File: config.mk
export PLATFORM = sky130hd
export DESIGN_NAME = subtree_rr_scheduler
export DESIGN_NICKNAME = d
export VERILOG_FILES = /design/src/rtl/subtree_sched_pkg.sv /design/src/rtl/subtree_rr_scheduler_rr_pick.sv /design/src/rtl/subtree_rr_scheduler.sv
export SDC_FILE = /design/constraint.sdc
export NUM_CORES = 1
export LEC_CHECK = 0
export ABC_CLOCK_PERIOD_IN_PS = 11120
export CAP_MARGIN = 20
export CELL_PAD_IN_SITES_DETAIL_PLACEMENT = 0
export CELL_PAD_IN_SITES_GLOBAL_PLACEMENT = 1
export CORE_MARGIN = 2
export CORE_UTILIZATION = 45
export CTS_BUF_LIST = sky130_fd_sc_hd__clkbuf_16
export DETAILED_ROUTE_END_ITERATION = 7
export PLACE_DENSITY_LB_ADDON = 0.05
export SLEW_MARGIN = 20
export SYNTH_ARGS = -nofsm -noshare
export SYNTH_HDL_FRONTEND = slang
export SYNTH_SLANG_ARGS = --single-unit
export TNS_END_PERCENT = 10
File: constraint.sdc
create_clock -name clk -period 11.12 [get_ports clk]
set_input_delay 2.224 -clock clk [delete_from_list [all_inputs] [get_ports clk]]
set_output_delay 2.224 -clock clk [all_outputs]
set_load 0.02 [all_outputs]
File: src/rtl/subtree_sched_pkg.sv
// Shared definitions for the subtree round-robin scheduler: FSM state
// encoding and the default requester count / hold limit.
package subtree_sched_pkg;

    typedef enum logic {
        IDLE = 1'b0,
        BUSY = 1'b1
    } sched_state_e;

    localparam int SCHED_N_REQ    = 5;
    localparam int SCHED_MAX_HOLD = 4;

endpackage : subtree_sched_pkg

File: src/rtl/subtree_rr_scheduler_rr_pick.sv
// Rotating-priority picker: scans req_i starting at ptr_i, wrapping at
// N_REQ, and reports the first requester found as a one-hot vector and index.
module rr_pick #(
    parameter int N_REQ = 5,
    parameter int IDX_W = $clog2(N_REQ)
) (
    input  logic [N_REQ-1:0] req_i,
    input  logic [IDX_W-1:0] ptr_i,
    output logic [N_REQ-1:0] winner_o,
    output logic [IDX_W-1:0] idx_o,
    output logic             found_o
);

    logic [IDX_W:0]   sum;
    logic [IDX_W-1:0] cand;

    // Walk the candidates in priority order from ptr_i; the first hit wins.
    always_comb begin
        winner_o = '0;
        idx_o    = '0;
        found_o  = 1'b0;
        sum      = '0;
        cand     = '0;
        for (int k = 0; k < N_REQ; k++) begin
            sum = {1'b0, ptr_i} + (IDX_W+1)'(k);
            if (sum >= (IDX_W+1)'(N_REQ)) begin
                sum = sum - (IDX_W+1)'(N_REQ);
            end
            cand = sum[IDX_W-1:0];
            if (!found_o && req_i[cand]) begin
                found_o = 1'b1;
                idx_o   = cand;
            end
        end
        if (found_o) begin
            winner_o[idx_o] = 1'b1;
        end
    end

endmodule : rr_pick

File: src/rtl/subtree_rr_scheduler.sv
// Round-robin owner scheduler for the leaf children of a subtree node.
// One owner at a time, bounded hold time, priority rotates past the last
// owner on every release, with one dead IDLE cycle between grants.
module subtree_rr_scheduler
    import subtree_sched_pkg::*;
#(
    parameter int N_REQ    = SCHED_N_REQ,
    parameter int MAX_HOLD = SCHED_MAX_HOLD
) (
    input  logic                     clk,
    input  logic                     rst,
    input  logic [N_REQ-1:0]         req,
    input  logic [N_REQ-1:0]         done,
    output logic [N_REQ-1:0]         grant,
    output logic                     grant_valid,
    output logic [$clog2(N_REQ)-1:0] grant_idx,
    output logic                     preempt
);

    localparam int IDX_W  = $clog2(N_REQ);
    localparam int HOLD_W = $clog2(MAX_HOLD + 1);
    localparam logic [HOLD_W-1:0] HOLD_LAST = HOLD_W'(MAX_HOLD - 1);
    localparam logic [IDX_W-1:0]  IDX_LAST  = IDX_W'(N_REQ - 1);

    sched_state_e      state_q, state_d;
    logic [N_REQ-1:0]  grant_q, grant_d;
    logic [IDX_W-1:0]  idx_q, idx_d;
    logic [IDX_W-1:0]  ptr_q, ptr_d;
    logic [HOLD_W-1:0] hold_q, hold_d;
    logic              preempt_q, preempt_d;

    logic [N_REQ-1:0]  pick_grant;
    logic [IDX_W-1:0]  pick_idx;
    logic              pick_found;

    logic              own_done;
    logic              own_req;
    logic              expired;

    rr_pick #(
        .N_REQ (N_REQ),
        .IDX_W (IDX_W)
    ) u_pick (
        .req_i    (req),
        .ptr_i    (ptr_q),
        .winner_o (pick_grant),
        .idx_o    (pick_idx),
        .found_o  (pick_found)
    );

    // Next-state logic: arbitrate while IDLE, count and watch for release while BUSY.
    always_comb begin
        state_d   = state_q;
        grant_d   = grant_q;
        idx_d     = idx_q;
        ptr_d     = ptr_q;
        hold_d    = hold_q;
        preempt_d = 1'b0;
        own_done  = done[idx_q];
        own_req   = req[idx_q];
        expired   = (hold_q == HOLD_LAST);
        case (state_q)
            IDLE: begin
                if (pick_found) begin
                    grant_d = pick_grant;
                    idx_d   = pick_idx;
                    hold_d  = '0;
                    state_d = BUSY;
                end
            end
            BUSY: begin
                if (own_done || !own_req || expired) begin
                    grant_d   = '0;
                    idx_d     = '0;
                    hold_d    = '0;
                    state_d   = IDLE;
                    ptr_d     = (idx_q == IDX_LAST) ? '0 : idx_q + IDX_W'(1);
                    preempt_d = expired && !own_done && own_req;
                end else begin
                    hold_d = hold_q + HOLD_W'(1);
                end
            end
            default: begin
                state_d = IDLE;
                grant_d = '0;
                idx_d   = '0;
                hold_d  = '0;
            end
        endcase
    end

    // State register with synchronous reset back to IDLE and pointer 0.
    always_ff @(posedge clk) begin
        if (rst) begin
            state_q   <= IDLE;
            grant_q   <= '0;
            idx_q     <= '0;
            ptr_q     <= '0;
            hold_q    <= '0;
            preempt_q <= 1'b0;
        end else begin
            state_q   <= state_d;
            grant_q   <= grant_d;
            idx_q     <= idx_d;
            ptr_q     <= ptr_d;
            hold_q    <= hold_d;
            preempt_q <= preempt_d;
        end
    end

    assign grant       = grant_q;
    assign grant_valid = |grant_q;
    assign grant_idx   = idx_q;
    assign preempt     = preempt_q;

endmodule : subtree_rr_scheduler

* After elaboration in Yosys (flattened, before gate mapping)
Cells that the tools add are included. Widths: inputs -> output; s select.
Cells by class: $add $sub $neg 11, $lt $le $gt $ge 13, equality and inequality tests 4, muxes and demuxes 44, bitwise operators 2, reduce and logical (&&, ||, !) cells 19
Operator list (number):
- $mux 3 | 15
- $lt 3x4->1 const B | 7
- $bmux 1 s3 | 7
- $ge 4x3->1 const B | 4
- $mux 1 | 15
- $sub 3x3->3 const B | 5
- $pmux 3 s2 | 2
- $mux 5 | 2
- $pmux 5 s2 | 1
- $add 3x2->4 const B | 2
- $logic_and 1x1->1 | 7
- $add 3x1->3 const B | 2
- $logic_not 1->1 | 6
- $reduce_or 5->1 | 1
- $add 3x1->4 const B | 1
- $add 3x3->4 const B | 1
- $reduce_and 2->1 | 2
- $demux 1 s3 | 1
- $eq 3x2->1 const B | 1
- $eq 3x3->1 const B | 1
- $ge 3x1->1 const B | 1
- $ge 3x3->1 const B | 1
- $reduce_or 3->1 | 1
- $logic_or 1x1->1 | 2
- 4 further kinds | 5
Word-level totals: flip-flop bits (word level) 16, input bits 12, output and inout port bits 10, word-level logic and storage cells 99

* Longest topological paths before layout
Gate-level depths: netlist (run 1).
word-level depth 23, mapped depth 15, depth with buffers taken out 13

* Hierarchy
From an unflattened synthesis (run 1), not the netlist that was laid out.
Second synthesis, totals: cell total of the unflattened synthesis 235, area, all modules 1990.7 µm²
Modules (own cells, without submodules):
- rr_pick | instances 1, cells an instance 143, area an instance 1131.1 µm², sequential area each 0.0 µm²
- subtree_rr_scheduler | instances 1, cells an instance 92, area an instance 859.6 µm², sequential area each 320.3 µm²

* Worst setup path after synthesis (run 1)
No wires, ideal clock.
path kind input -> register, from input req[3], to register grant_q[0] (netlist: grant[0]), setup time 0.117 ns, arrival time 3.993 ns, data required time 11.003 ns, setup slack 7.009 ns, stages 10, path buffers 1, path through clkbuf_1 mux2i_1 nor2_1 o211ai_1 nand3_1 or4_1 o31ai_1 a31o_2 inv_1 a32o_1
Between the ends: longest elaborated chain between the ends 21, elaborated cells between the ends (all ways) 43, those cells by class order compare (2); eq/ne (2); mux (26); reduce/logical (13)
Ends and longest elaborated chain:
- start, declared | line subtree_rr_scheduler.sv:12 | input logic [N_REQ-1:0] req,
- $bmux 1 s3 | line subtree_rr_scheduler_rr_pick.sv:30 | if (!found_o && req_i[cand]) begin
- $mux 1 (implied by the code) | line subtree_rr_scheduler_rr_pick.sv:30
- $mux 1 | line subtree_rr_scheduler_rr_pick.sv:30
- $logic_not 1->1 | line subtree_rr_scheduler_rr_pick.sv:30
- $logic_and 1x1->1 | line subtree_rr_scheduler_rr_pick.sv:30
- $mux 1 | line subtree_rr_scheduler_rr_pick.sv:30
- $logic_not 1->1 | line subtree_rr_scheduler_rr_pick.sv:30
- $logic_and 1x1->1 | line subtree_rr_scheduler_rr_pick.sv:30
- [5 not listed]
- $logic_and 1x1->1 | line subtree_rr_scheduler_rr_pick.sv:30
- $mux 3 | line subtree_rr_scheduler_rr_pick.sv:30
- $lt 3x4->1 (implied by the code) / $ge 3x1->1 (equally long branches) | line subtree_rr_scheduler_rr_pick.sv:36 | winner_o[idx_o] = 1'b1;
- $logic_and 1x1->1 (implied by the code) | line subtree_rr_scheduler_rr_pick.sv:36
- $mux 1 (implied by the code) | line subtree_rr_scheduler_rr_pick.sv:36
- $demux 1 s3
- $mux 5 | line subtree_rr_scheduler.sv:64 | if (pick_found) begin
- $pmux 5 s2 | line subtree_rr_scheduler.sv:62 | case (state_q)
- end signal, assigned | line subtree_rr_scheduler.sv:103 | grant_q <= grant_d;
- end, declared | line subtree_rr_scheduler.sv:26 | logic [N_REQ-1:0] grant_q, grant_d;
Parallel ways exist; a longest one is shown, timed or not. The select of a mux whose other input is x is not followed. A chain may end at the register's enable or synchronous reset.

* Worst setup path after layout (run 1)
from input req[0], to register grant_q[2] (netlist: grant[2])
The elaborated chain is that of the path after synthesis.

==> results of run 1 <==
sequential cells by signal (all words and copies together), names as in the netlist:
| register | cells |
|---|---|
| grant | 5 |
| grant_idx | 3 |
| hold_q | 3 |
| preempt | 1 |
| ptr_q | 3 |
| state_q | 1 |
cell families (layout without fill, tap and decap cells):
| group | after synthesis | count (layout) | synth area share (%) |
|---|---|---|---|
| AND/OR/NAND/NOR | 91 | 91 | 25.6 |
| AO/OA/AOI/OAI | 83 | 83 | 32.1 |
| buffers and inverters | 31 | 43 | 6.88 |
| multiplexers | 16 | 16 | 8.51 |
| flip-flops | 16 | 16 | 16.6 |
| adder cells (fa/ha/maj) | 13 | 13 | 8.83 |
| XOR/XNOR | 3 | 3 | 1.36 |
area by class of cell:
type	instances	area [um2]
fillers	401	1840
multi-input cells	206	1470
flip-flops and latches	16	320
repair buffers	22	218
clock buffers	3	75.1
inverters	18	67.6
well taps	50	62.6
cells in the final DEF, fill, tap and decap left out, types with 11 or more instances in the layout:
master / instances
a21oi_1: 14
nor2_1: 18
mux2i_1: 13
nand2_1: 22
nor3_1: 11
inv_1: 18
ha_1: 12
dfxtp_1: 16
o21ai_0: 11
clkdlybuf4s50_1: 21
power by group through the flow:
stage                     clock (mW)  combinational [mW]  sequential (mW)
after global routing          0.0729               0.600           0.0946
after floorplan                    0               0.422           0.0936
after CTS                     0.0695               0.538           0.0918
after global placement             0               0.538           0.0934
after detailed placement           0               0.536           0.0931
final                         0.0692               0.543           0.0918
tightest hold or removal path, delay by kind of cell, from the launching register on:
| family | cells | cell delay [ns] |
|---|---|---|
| AND/OR/NAND/NOR | 1 | 0.05 |
| flip-flops | 1 | 0.32 |
| AO/OA/AOI/OAI | 1 | 0.05 |
worst paths after layout:
| kind | cells past startpoint | slack (ns) | to | start |
|---|---|---|---|---|
| min | 2 | 0.47 | grant[4] | grant[4] |
| max reg2reg | 11 | 7.06 | grant[0] | ptr_q[1] |
| min reg2reg | 2 | 0.47 | grant[4] | grant[4] |
| max | 8 | 6.35 | grant[2] | req[0] |
stage by stage:
step	std cells	utilization [%]	hold slack, ns
final	315	54.6	0.474
after global routing	315	54.6	0.505
after CTS	315	54.6	0.477
after detailed placement	312	52.8	0.472
after global placement	312	52.8	0.468
after floorplan	253	-	0.471
per-layer routing:
| layer | vias up | wire length [um] |
|---|---|---|
| met5 | - | 0 |
| met2 | 46 | 2180 |
| met1 | 875 | 2540 |
| met4 | 0 | 34 |
| met3 | 5 | 305 |
| li1 | 976 | - |
==> reports/results.env, run 1 <==
CLKLATENCYLATEPIN_NS=0.25
DETAIL-ROUTE-ANTENNA-NETS=0
YOSYSTOPAREACELLSHARE_PCT=16.6
DRV_CAP=0
SYNTH.YOSYS.SEQ_AREA_SHARE_PCT=16.6
SYNTH.AVG_CELL_AREA_UM2=7.62
DRT-PASS1-ITER-COUNT=4
COMB_POWER_SHARE_PCT=77.1
YOSYS.CELL_COUNT.TOP_TYPE='nand2_1'
NUMBER_OF_HOLD_BUFFERS_ADDED_AFTER_CTS=0
LEAKAGE_nW=0.817
ROUTABILITYCONGESTION=0.836
INITIAL_STANDARD_CELL_UTILIZATION_OF_THE_CORE_PCT=47.5
WORST_PATH_MAX_DELAY_CELL='clkdlybuf4s50_1'
I_O_PINS=22
DIE_H_UM=69.4
CRIT_CHAIN='clkdlybuf4s50_1, nor2b_1, o211ai_1, o311ai_0, a22oi_1, a41oi_2, or4b_1, o31ai_1'
POST-ROUTE-WORST-SETUP-SLACK_NS=6.35
GR-USAGE-MET2_PCT=31.0
CTS_RESIZED=0
DRIVE_ABOVE_1_SHARE_PCT=9.06
FIN_TNS_SETUP_NS=0
CTS_SETUP_BUFFERS=0
FINISH.NET_COUNT=292
REMAINING_GLOBAL_ROUTE_OVERFLOW=0
SW_FRAC_OF_TOTAL_PCT=51.9
YOSYSWARNINGS=0
TIMING.SETUP.CRITICAL_PATH_CLASS='primary input to flip-flop'
DRT_FIRST_ITER_VIOLATIONS=88
SYNTH_EDF_COUNT=0
SYNTH.NET_COUNT=278
ROUTED_WIRE_LENGTH_PER_INSTANCE_UM=16.0
SYNTHARSTFLOPSHARE_PCT=0
WORST-PATH-BUF-INV=1
LAYOUT-AREA-OVERHEAD-VS-SYNTH_PCT=15.1
MIN_PERIOD_NS=4.77
NUMPORTBUFFERS=21
CLKTRANSATPATHREGS_NS=0.05
SLEW_VIOLATIONS=0
CLOCK_TREE_FROM_TRITONCTS='built'
SYNTH_CELL_TYPES=61
FIN_AREA_MM2=0.00222
CRITPATHMAXFANOUT=9
PEAK_SUPPLY_DROP_mV=0.151
CRITICAL_PATH.ENDPOINT_TYPE='flip-flop'
DRT_DRC_VIOLATIONS_LEFT=0
GRT_START_MAX_NET_PINS=31
HIGHEST_ACHIEVABLE_CLOCK_RATE_GHz=0.210
CTS_MADE_BUFFERS=3
VIASPERCELL=6.04
GRT.MET1_USAGE_PCT=31.6
SYN_INST=253
CTSHTREEMAXLEVEL=1
SYNTH.FF_LATCH_COUNT=16
GROUTE.USAGE.OVERALL_PCT=20.9
TIMING_HOLD_VIOLATIONS_FINAL=0
DOMINANT_REGISTER_CELL_IN_THE_SYNTHESIZED_NETLIST='dfxtp_1'
LAYOUT_WORST_PATH_CYCLE_SHARE_PCT=42.9
PLACE.DETAILED.HPWL_UM=3790
TIMING_WORST_SLEW_PIN_VALUE_NS=0.756
SHARE_CLK_OF_TOTAL_POWER_PCT=9.8
CLOCK_SINKS=16
DIE_AREA_MM2=0.00482
REPORT.FINAL.SETUP_VIOL=0
SLOWEST_DELAY_NS=0.58
DIE_WIDTH_UM=69.4
STD_CELL_ROWS=23
RUN_STATUS='complete, no violations'
DETAILED_PLACE.AREA_MM2=0.00214
INT_PWR_mW=0.339
ROOT_BUFFER='clkbuf_16'
NETLIST_AREA_BEFORE_PLACEMENT_MM2=0.00193
DP_SLACK_NS=6.13
GRT_SETUP_UNREPAIRED='false'
SWITCHING_PWR_mW=0.365
PWR_DENSITY_CELL_mW_PER_MM2=318
HOLD_PATH.CLASS='flip-flop to flip-flop'
WORST-ENDPOINT-REQUIRED_NS=11.27
FLOORPLAN.CORE_AREA_MM2=0.00406
WIRE_LENGTH_OF_THE_FIRST_GLOBAL_ROUTING_PASS_UM=8320
CRITICAL_PATH.TOP_DELAY_FAMILY='compound AO/OA/AOI/OAI gates'
SLEW_HEADROOM_PCT=49.5
WORST_EP_ARRIVAL_TIME_NS=4.93
CTS-ROOT-TO-SINK-BUFFERS=2
TOP_CELLS_BY_AREA_SYNTH='dfxtp_1, ha_1, mux2i_1'
GR-MAX-USAGE-LAYER='met1'
FINALWIRELENGTH_UM=5050
SYNTHDOMINANTAREACELLTYPE='dfxtp_1'
FINALPOWER_mW=0.704
STARTPOINT_TYPE='primary input'
MET3_USAGE_PCT=3.34
ANTENNA_CELLS=0
GRT_PASS1_VIAS=1751
SETUP_SKEW_AFTER_LAYOUT_NS=0.00553
ROUTED-VIA-COUNT=1902
SEQPWRFRAC_PCT=13.0
NETLIST_TOP_CELLS_COUNT='nand2_1, inv_1, nor2_1'
GRT_ANTENNA_BEFORE_REPAIR=0
(Power assumes the default switching activity.)
==> inputs of run 2 (changes only) <==
--- a/config.mk
+++ b/config.mk
@@ -5,12 +5,12 @@
 export SDC_FILE = /design/constraint.sdc
 export NUM_CORES = 1
 export LEC_CHECK = 0
-export ABC_CLOCK_PERIOD_IN_PS = 11120
+export ABC_CLOCK_PERIOD_IN_PS = 4350
 export CAP_MARGIN = 20
 export CELL_PAD_IN_SITES_DETAIL_PLACEMENT = 0
 export CELL_PAD_IN_SITES_GLOBAL_PLACEMENT = 1
 export CORE_MARGIN = 2
-export CORE_UTILIZATION = 45
+export CORE_UTILIZATION = 38
 export CTS_BUF_LIST = sky130_fd_sc_hd__clkbuf_16
 export DETAILED_ROUTE_END_ITERATION = 7
 export PLACE_DENSITY_LB_ADDON = 0.05
==> constraint.sdc (replaced) <==
create_clock -name clk -period 4.35 [get_ports clk]
set_input_delay 0.87 -clock clk [delete_from_list [all_inputs] [get_ports clk]]
set_output_delay 0.87 -clock clk [all_outputs]
set_load 0.02 [all_outputs]
==> run 2 against run 1 <==
  * Core utilization down 7.5 points
  * First-iteration DRC count up 25%
  * Register-to-register slack worse by 6.6 ns
  * Critical endpoint is now grant[1]
==> reports/results.env, run 2 (same netlist as run 1, synthesis figures left out) <==
NUMBER_OF_HOLD_BUFFERS_ADDED_AFTER_CTS=0
STD_CELL_ROWS=25
PLACE.DETAILED.HPWL_UM=4160
AREA.SEQUENTIAL_UM2=320
LAYOUT-AREA-OVERHEAD-VS-SYNTH_PCT=17.7
CRITPATHMAXFANOUT=9
PWR_DENSITY_CELL_mW_PER_MM2=813
TIMING_WORST_SLEW_PIN_VALUE_NS=0.785
FIN_TNS_SETUP_NS=0
HIGHEST_ACHIEVABLE_CLOCK_RATE_GHz=0.260
CTS_SETUP_BUFFERS=0
ROUTABILITYCONGESTION=0.901
TIMING_HOLD_VIOLATIONS_FINAL=0
MOST_FREQUENT_CELLS_IN_THE_LAYOUT='nand2_1, clkdlybuf4s50_1, inv_1, nor2_1, dfxtp_1'
CLOCK_TREE_FROM_TRITONCTS='built'
HOLD_START='grant[4]'
LAYOUT_WORST_PATH_CYCLE_SHARE_PCT=88.5
CTS-ROOT-TO-SINK-BUFFERS=2
SLEW_HEADROOM_PCT=47.5
MULTIINPUTGATEAREA_MM2=0.00147
NUMPORTBUFFERS=21
CTS_MADE_BUFFERS=3
DRIVE_ABOVE_1_SHARE_PCT=10.4
VIASPERCELL=5.83
DRV_CAP=0
LEAKAGE_nW=0.836
LARGEST_REGISTER_FFS=5
FINAL_CORE_UTILIZATION_PCT=47.1
R2R_END='grant[1]'
ANTENNA_CELLS=0
CP_CAPTURE_POINT='grant[1]'
CTSHTREEMAXLEVEL=1
STARTPOINT_TYPE='flip-flop'
DIE_WIDTH_UM=75.2
CLOCK_SINKS=16
WORST-ENDPOINT-REQUIRED_NS=4.49
CTS_RESIZED=0
MIN_PERIOD_NS=3.85
CLKLATENCYLATEPIN_NS=0.25
FINALWIRELENGTH_UM=5480
GROUTE.USAGE.OVERALL_PCT=21.5
DRT-PASS1-ITER-COUNT=4
DETAIL-ROUTE-ANTENNA-NETS=0
RUN_STATUS='complete, no violations'
FINISH.NET_COUNT=296
CRIT_CHAIN='buf_4, ha_1, inv_1, fa_1, a21oi_2, mux2i_1, mux2i_1, a22oi_1, a211oi_1, a311oi_1, o21ai_2, a32o_1'
CRITICAL_PATH.ENDPOINT_TYPE='flip-flop'
CRITICAL_PATH.STARTPOINT='ptr_q[1]'
SETUP_SKEW_AFTER_LAYOUT_NS=0.00187
PEAK_SUPPLY_DROP_mV=0.337
REG2REG_FROM='ptr_q[1]'
DRT_DRC_VIOLATIONS_LEFT=0
REMAINING_GLOBAL_ROUTE_OVERFLOW=0
SLEW_VIOLATIONS=0
ROUTED-VIA-COUNT=1958
GRT_ANTENNA_BEFORE_REPAIR=0
DIE_H_UM=75.2
GRT_SETUP_UNREPAIRED='false'
WORST_EP_ARRIVAL_TIME_NS=3.99
ROOT_BUFFER='clkbuf_16'
GRT_START_MAX_NET_PINS=31
FLOORPLAN.CORE_AREA_MM2=0.00482
HOLD_PATH.CLASS='flip-flop to flip-flop'
WORST_PATH_MAX_DELAY_CELL='a22oi_1'
MOST_COMMON_LIBRARY_CELL_IN_THE_LAYOUT_IGNORING_FILL_AND_TAPS='nand2_1'
CRITPATHMOSTFREQUENTCELL='mux2i_1'
WIRE_LENGTH_OF_THE_FIRST_GLOBAL_ROUTING_PASS_UM=9320
GRT_PASS1_VIAS=1856
REG2REG_SETUP_SLACK_NS=0.50
ROUTED_WIRE_LENGTH_PER_INSTANCE_UM=16.3
DIE_AREA_MM2=0.00566
NUM-FILL-CELLS=519
CLKTRANSATPATHREGS_NS=0.05
REG2REG_DEPTH=12
TIMING.SETUP.CRITICAL_PATH_CLASS='flip-flop to flip-flop'
INITIAL_STANDARD_CELL_UTILIZATION_OF_THE_CORE_PCT=40.0
I_O_PINS=22
SLOWEST_DELAY_NS=0.48
DRT_FIRST_ITER_VIOLATIONS=110
REPORT.FINAL.SETUP_VIOL=0
## run 2: per-layer routing
metal	vias to the layer above	GRT usage, %	wire, um
met2	40	36.3	2550
met3	11	1.61	218
met5	-	0	0
met4	0	7.99	138
met1	918	28.8	2570
li1	989	-	-
## run 2: cell type report
cell class                 instances  area share (%)
inverter                          18            2.98
multi-input combinational        206            65.0
timing repair buffer              26            10.9
sequential                        16            14.1
tap                               67            3.70
clock buffer                       3            3.31
## run 2: worst min-delay path by stage
stage | endpoint | slack (ns) | depth (start not counted)
after floorplan | preempt | 0.47 | 2
after global placement | grant[4] | 0.48 | 2
after detailed placement | grant[4] | 0.47 | 2
after CTS | grant[4] | 0.49 | 2
after global routing | grant[4] | 0.52 | 2
final | grant[4] | 0.48 | 2
## run 2: stage by stage
| stage | cell area (um2) | power, mW | hold slack (ns) | setup slack [ns] | instances |
|---|---|---|---|---|---|
| after floorplan | 1930 | 1.32 | 0.471 | 0.757 | 253 |
| after global placement | 2190 | 1.68 | 0.479 | 0.537 | 333 |
| after detailed placement | 2190 | 1.66 | 0.471 | 0.550 | 333 |
| after CTS | 2270 | 1.85 | 0.487 | 0.531 | 336 |
| after global routing | 2270 | 2.03 | 0.517 | 0.0799 | 336 |
| final | 2270 | 1.84 | 0.480 | 0.501 | 336 |
## run 2: critical path: cells and delay by family, from the launching register on
kind	cells	cell delay [ns]
compound gates	6	1.86
fa+ha+maj	2	0.60
buf+inv	2	0.29
flops	1	0.45
mux	2	0.54
## run 2: power breakdown
group / internal [mW] / switching (mW)
registers: 0.185 / 0.0480
clock network: 0.121 / 0.0572
logic: 0.586 / 0.846
total: 0.892 / 0.952
